$ cat src/rtl/multdiv_sequencer.sv
// Multi-cycle signed 32-bit multiply (radix-2 Booth) / divide (restoring) unit with stall and write-back tag.
// Optional MULTDIV_EARLY_ZERO_EN: a multiply with a zero operand completes without iterating.
module multdiv_sequencer #(
  parameter logic [31:0] MUL_EXC_CODE = 32'd4,
  parameter logic [31:0] DIV_EXC_CODE = 32'd5
) (
  input  logic        clock,
  input  logic        reset_n,
  input  logic        ctrl_MULT,
  input  logic        ctrl_DIV,
  input  logic        flush,
  input  logic [31:0] data_operandA,
  input  logic [31:0] data_operandB,
  input  logic [4:0]  rd_in,
  output logic        busy,
  output logic        data_resultRDY,
  output logic [31:0] data_result,
  output logic        data_exception,
  output logic [4:0]  ctrl_writeReg,
  output logic [31:0] rstatus_data
);

  typedef enum logic [1:0] {IDLE, MUL, DIV, DONE} state_t;

  state_t      state;
  logic [4:0]  counter;
  logic [32:0] acc_hi;   // Booth partial product high half / division remainder
  logic [31:0] acc_lo;   // multiplier being shifted out / dividend-in, quotient-out
  logic        q_m1;
  logic [31:0] opnd;     // multiplicand, or divisor magnitude
  logic        neg_quo;
  logic [4:0]  rd_tag;

  logic [32:0] booth_addend, booth_sum, booth_hi_next;
  logic [31:0] booth_lo_next;
  logic [63:0] product;
  logic        mul_ovf;
  logic [32:0] div_shift, div_diff, div_rem_next;
  logic        div_bit;
  logic [31:0] div_quo_next, quotient;
  logic [31:0] abs_a, abs_b;
  logic        div_zero;
  logic [31:0] done_result;
  logic        done_exc;

  always_comb begin
    booth_addend = 33'd0;
    case ({acc_lo[0], q_m1})
      2'b01:   booth_addend = {opnd[31], opnd};
      2'b10:   booth_addend = -{opnd[31], opnd};
      default: booth_addend = 33'd0;
    endcase
    booth_sum     = acc_hi + booth_addend;
    booth_hi_next = {booth_sum[32], booth_sum[32:1]};
    booth_lo_next = {booth_sum[0], acc_lo[31:1]};
    product       = {booth_hi_next[31:0], booth_lo_next};
    // Fits in 32-bit signed only if the top 33 bits are a pure sign extension.
    mul_ovf       = !((&product[63:31]) || (~|product[63:31]));

    div_shift     = {acc_hi[31:0], acc_lo[31]};
    div_diff      = div_shift - {1'b0, opnd};
    div_bit       = ~div_diff[32];
    div_rem_next  = div_bit ? div_diff : div_shift;
    div_quo_next  = {acc_lo[30:0], div_bit};
    quotient      = neg_quo ? -div_quo_next : div_quo_next;
    div_zero      = (opnd == 32'd0);

    abs_a = data_operandA[31] ? -data_operandA : data_operandA;
    abs_b = data_operandB[31] ? -data_operandB : data_operandB;

    done_result = 32'd0;
    done_exc    = 1'b0;
    if (state == MUL) begin
      done_result = product[31:0];
      done_exc    = mul_ovf;
    end else if (state == DIV) begin
      done_result = div_zero ? 32'd0 : quotient;
      done_exc    = div_zero;
    end
  end

  always_ff @(posedge clock or negedge reset_n) begin
    if (!reset_n) begin
      state          <= IDLE;
      counter        <= 5'd0;
      acc_hi         <= 33'd0;
      acc_lo         <= 32'd0;
      q_m1           <= 1'b0;
      opnd           <= 32'd0;
      neg_quo        <= 1'b0;
      rd_tag         <= 5'd0;
      busy           <= 1'b0;
      data_resultRDY <= 1'b0;
      data_result    <= 32'd0;
      data_exception <= 1'b0;
      ctrl_writeReg  <= 5'd0;
      rstatus_data   <= 32'd0;
    end else begin
      case (state)
        IDLE: begin
          data_resultRDY <= 1'b0;
          counter        <= 5'd0;
          acc_hi         <= 33'd0;
          q_m1           <= 1'b0;
          rd_tag         <= rd_in;
          if (!flush && ctrl_MULT) begin
            busy   <= 1'b1;
            acc_lo <= data_operandB;
            opnd   <= data_operandA;
`ifdef MULTDIV_EARLY_ZERO_EN
            if (data_operandA == 32'd0 || data_operandB == 32'd0) begin
              state          <= DONE;
              data_resultRDY <= 1'b1;
              data_result    <= 32'd0;
              data_exception <= 1'b0;
              ctrl_writeReg  <= rd_in;
              rstatus_data   <= 32'd0;
            end else begin
              state <= MUL;
            end
`else
            state <= MUL;
`endif
          end else if (!flush && ctrl_DIV) begin
            state   <= DIV;
            busy    <= 1'b1;
            acc_lo  <= abs_a;
            opnd    <= abs_b;
            neg_quo <= data_operandA[31] ^ data_operandB[31];
          end
        end

        MUL, DIV: begin
          if (flush) begin
            state <= IDLE;
            busy  <= 1'b0;
          end else if ((state == DIV && div_zero) || counter == 5'd31) begin
            state          <= DONE;
            data_resultRDY <= 1'b1;
            data_result    <= done_result;
            data_exception <= done_exc;
            ctrl_writeReg  <= done_exc ? 5'd30 : rd_tag;
            rstatus_data   <= !done_exc ? 32'd0 :
                              (state == MUL) ? MUL_EXC_CODE : DIV_EXC_CODE;
          end else begin
            counter <= counter + 5'd1;
            if (state == MUL) begin
              acc_hi <= booth_hi_next;
              acc_lo <= booth_lo_next;
              q_m1   <= acc_lo[0];
            end else begin
              acc_hi <= div_rem_next;
              acc_lo <= div_quo_next;
            end
          end
        end

        default: begin
          state          <= IDLE;
          busy           <= 1'b0;
          data_resultRDY <= 1'b0;
        end
      endcase
    end
  end

endmodule

$ cat config.mk
export PLATFORM = sky130hd
export DESIGN_NAME = multdiv_sequencer
export DESIGN_NICKNAME = d
export VERILOG_FILES = /design/src/rtl/multdiv_sequencer.sv
export SDC_FILE = /design/constraint.sdc
export NUM_CORES = 1
export LEC_CHECK = 0
export CAP_MARGIN = 5
export CORE_MARGIN = 4
export CORE_UTILIZATION = 30
export CTS_CLUSTER_DIAMETER = 60
export DETAILED_ROUTE_END_ITERATION = 8
export PLACE_DENSITY = 0.45
export SYNTH_ARGS = -nofsm -noshare
export SYNTH_HDL_FRONTEND = slang
export SYNTH_SLANG_ARGS = --single-unit
$ cat constraint.sdc
create_clock -name clock -period 10.4 [get_ports clock]
set_clock_uncertainty 0.2 [all_clocks]
set_input_delay 1.56 -clock clock [delete_from_list [all_inputs] [get_ports clock]]
set_output_delay 1.56 -clock clock [all_outputs]
set_load 0.005 [all_outputs]
==> flow_metrics.tcl <==
set metrics [dict create \
    area_growth_pct 14.4 \
    avgSynthCellArea_um2 7.33 \
    cp_top_family "simple AND/OR/NAND/NOR gates" \
    cts_tree "built" \
    p_leak_nw 7.16 \
    yosys-top-cells-area "dfrtp_1 (25%), o21ai_0 (7.6%), nand2_1 (7.1%)" \
    grt_max_degree 113 \
    dieArea_mm2 0.0541 \
    status "complete, no violations" \
    firstDrtPassIters 7 \
    busiest_layer "met2" \
    netlist_area_mm2 0.0151 \
    drv_slew 0 \
    cts_max_level 4 \
    gp_congestion 0.915 \
    nNetsFinal 2236 \
    fmax_mhz 144 \
    crit_arrival_ps 7020 \
    critPathMaxStageDelay_ps 920 \
    dpl_cell_area_mm2 0.0167 \
    dp_hpwl_um 42000 \
    cts-hold-fix-buffers 0 \
    drt_wl_total_um 54600 \
    post_cts_resized 0 \
    timing.slew.headroom_pct 20.3 \
    antenna_cells 0 \
    grtUsageMet2_pct 31.5 \
    yosysWarnings 0 \
    crit_path_end_kind "flop" \
    vdd_ir_drop_max_uv 156 \
    vias_per_cell 5.43 \
    wire_per_inst_um 19.7 \
    synth_edf_count 0 \
    tightest_slew_ps 1190 \
    placementRows 82 \
    cp_max_fo 9 \
    antenna_found_initial 0 \
    clk_pin_slew_ps 70 \
    grt_pass1_vias 14200 \
    rsz0062_at_grt "false" \
    io_buffers 115 \
    min_path_type "flop to flop" \
    fp.dieH_um 233 \
    cts_buffers 17 \
    period_needed_ps 6940 \
    finalSetupViolations 0 \
    final_area_mm2 0.0173 \
    io_pins 146 \
    use_met1_pct 28.4 \
    clock-sinks 152 \
    path_buf_inv 0 \
    tns_ps 0 \
    place_ws_ps 3460 \
    cp_slowest_cell "nor4bb_1" \
    ys_seq_elements 152 \
    synth_area_leader_cell "dfrtp_1" \
    worst_slack_ps 3460 \
    netlist_instances 2065 \
    gr-total-overflow 0 \
    met3_usage_pct 1.98 \
    grt_pass1_wl_um 84100 \
    power_density_mw_per_mm2 288 \
    criticalPathCategory "flop to flop" \
    drc 0 \
    vias 15000 \
    final_util_pct 34.6 \
    synth_ff_type "dfrtp_1" \
    die_w_um 233 \
    drtAntennaViolNets 0 \
    fin_crit_sh_pct 66.7 \
    synthDominantCellAreaShare_pct 25.1 \
    finalHoldViolCount 0 \
    drive_gt1_share_pct 4.77 \
    post_cts_buffers 0 \
    cts-root-buf "clkbuf_16" \
    insertion_delay_ps 440 \
    startpoint_type "flop" \
    ys_seq_area_share_pct 25.1 \
    first_iter_violations 1107 \
    cp.required_ps 10480 \
    synth_cell_type_count 77 \
    grt.total_usage_pct 19.6 \
    cts_buffer_depth 2 \
    start_util_pct 30.3 \
    async_flop_share_pct 100 \
    worstPathCellList "nor3_1, nand4_1, nor3_1, nand3_1, nor4b_1, and3_1, nor3_1, a21oi_1, nor2_1, ha_1, nand4_1, or4b_2, o21ai_0, o21bai_1, o31ai_1, a31oi_1, nor4bb_1, a21oi_1" \
    cap_violations 0 \
    path_common_cell "nor3_1" \
    core_mm2 0.0501 \
]
==> state kept, by name, indices dropped and copies added (netlist names), 2 cells and up <==
name / cells
acc_hi: 33
acc_lo: 32
state: 2
data_result: 32
opnd: 32
rstatus_data: 2
ctrl_writeReg: 5
rd_tag: 5
counter: 5
==> cell type report <==
class                           instances  area (µm²)
Sequential cell                       152        3800
Fill cell                            5410       32700
Tap cell                              672         841
Multi-Input combinational cell       1710       10500
Clock inverter                         14         181
Timing Repair Buffer                  135        1300
Inverter                               67         251
Clock buffer                           18         429
==> cell families (layout without fill, tap and decap cells) <==
logic type / Yosys count / count (layout) / share of synthesized area, %
other: 1 / 30 / 0.0248
adders and majority gates: 79 / 79 / 6.63
DFF: 152 / 152 / 25.1
buffers and inverters: 232 / 234 / 6.53
AOI/OAI and AO/OA: 672 / 672 / 27.0
and+or+nand+nor: 728 / 728 / 22.4
xor gates and xnor gates: 136 / 136 / 7.86
muxes: 65 / 65 / 4.41
==> cells in the mapped netlist, drive strengths merged, types with 13 or more instances <==
library cell and n:
nand2 285, o21ai 233, a21oi 186, nor2 170
dfrtp 152, clkbuf 112, ha 77, xor2 69
inv 67, xnor2 67, nand3 57, buf 53
nor3 52, mux2i 51, o31ai 38, a22oi 35
a21o 27, a211oi 23, nand4 23, nand2b 20
or3 19, nor4 16, a31oi 15, o41ai 15
and3 14, mux2 14, or4 14, nor2b 13
or2 13
==> where the power goes <==
| part | switching (W) | internal, W | total (W) |
|---|---|---|---|
| combinational | 0.00199 | 0.00121 | 0.00320 |
| sequential | 0.000342 | 0.000775 | 0.00112 |
| clock | 0.000306 | 0.000366 | 0.000672 |
| total | 0.00264 | 0.00235 | 0.00499 |
==> metrics by stage <==
stage / cells / hold slack [ps] / power [W]
final: 2768 / 284 / 0.00499
after global routing: 2768 / 316 / 0.00541
after CTS: 2768 / 290 / 0.00501
after detailed placement: 2736 / 273 / 0.00430
after global placement: 2736 / 270 / 0.00429
after floorplan: 2094 / 272 / 0.00337
==> path summary, 6_finish.rpt <==
path	from	to	slack [ps]	cells past startpoint
setup / recovery	opnd[2]	ctrl_writeReg[3]	3460	18
hold / removal	data_resultRDY	data_resultRDY	280	1
setup reg to reg	opnd[2]	ctrl_writeReg[3]	3460	18
hold reg to reg	data_resultRDY	data_resultRDY	280	1
max in group asynchronous	reset_n	opnd[26]	7990	2
min in group asynchronous	reset_n	acc_hi[4]	850	1
==> layer usage <==
metal  vias up  share of wire, %
li1       7428                 -
met1      7240                49
met2       313                46
met3        41               3.0
met4         0               1.9
met5         -                 0
==> cells in the final DEF, fill, tap and decap left out, drive strengths merged, types with 67 or more instances in the layout <==
cell type | synthesis | final
nor2 | 170 | 170
xor2 | 69 | 69
o21ai | 233 | 233
nand2 | 285 | 285
dfrtp | 152 | 152
xnor2 | 67 | 67
clkdlybuf4s50 | 0 | 114
inv | 67 | 75
a21oi | 186 | 186
ha | 77 | 77
Power figures use the tool's default switching activity.
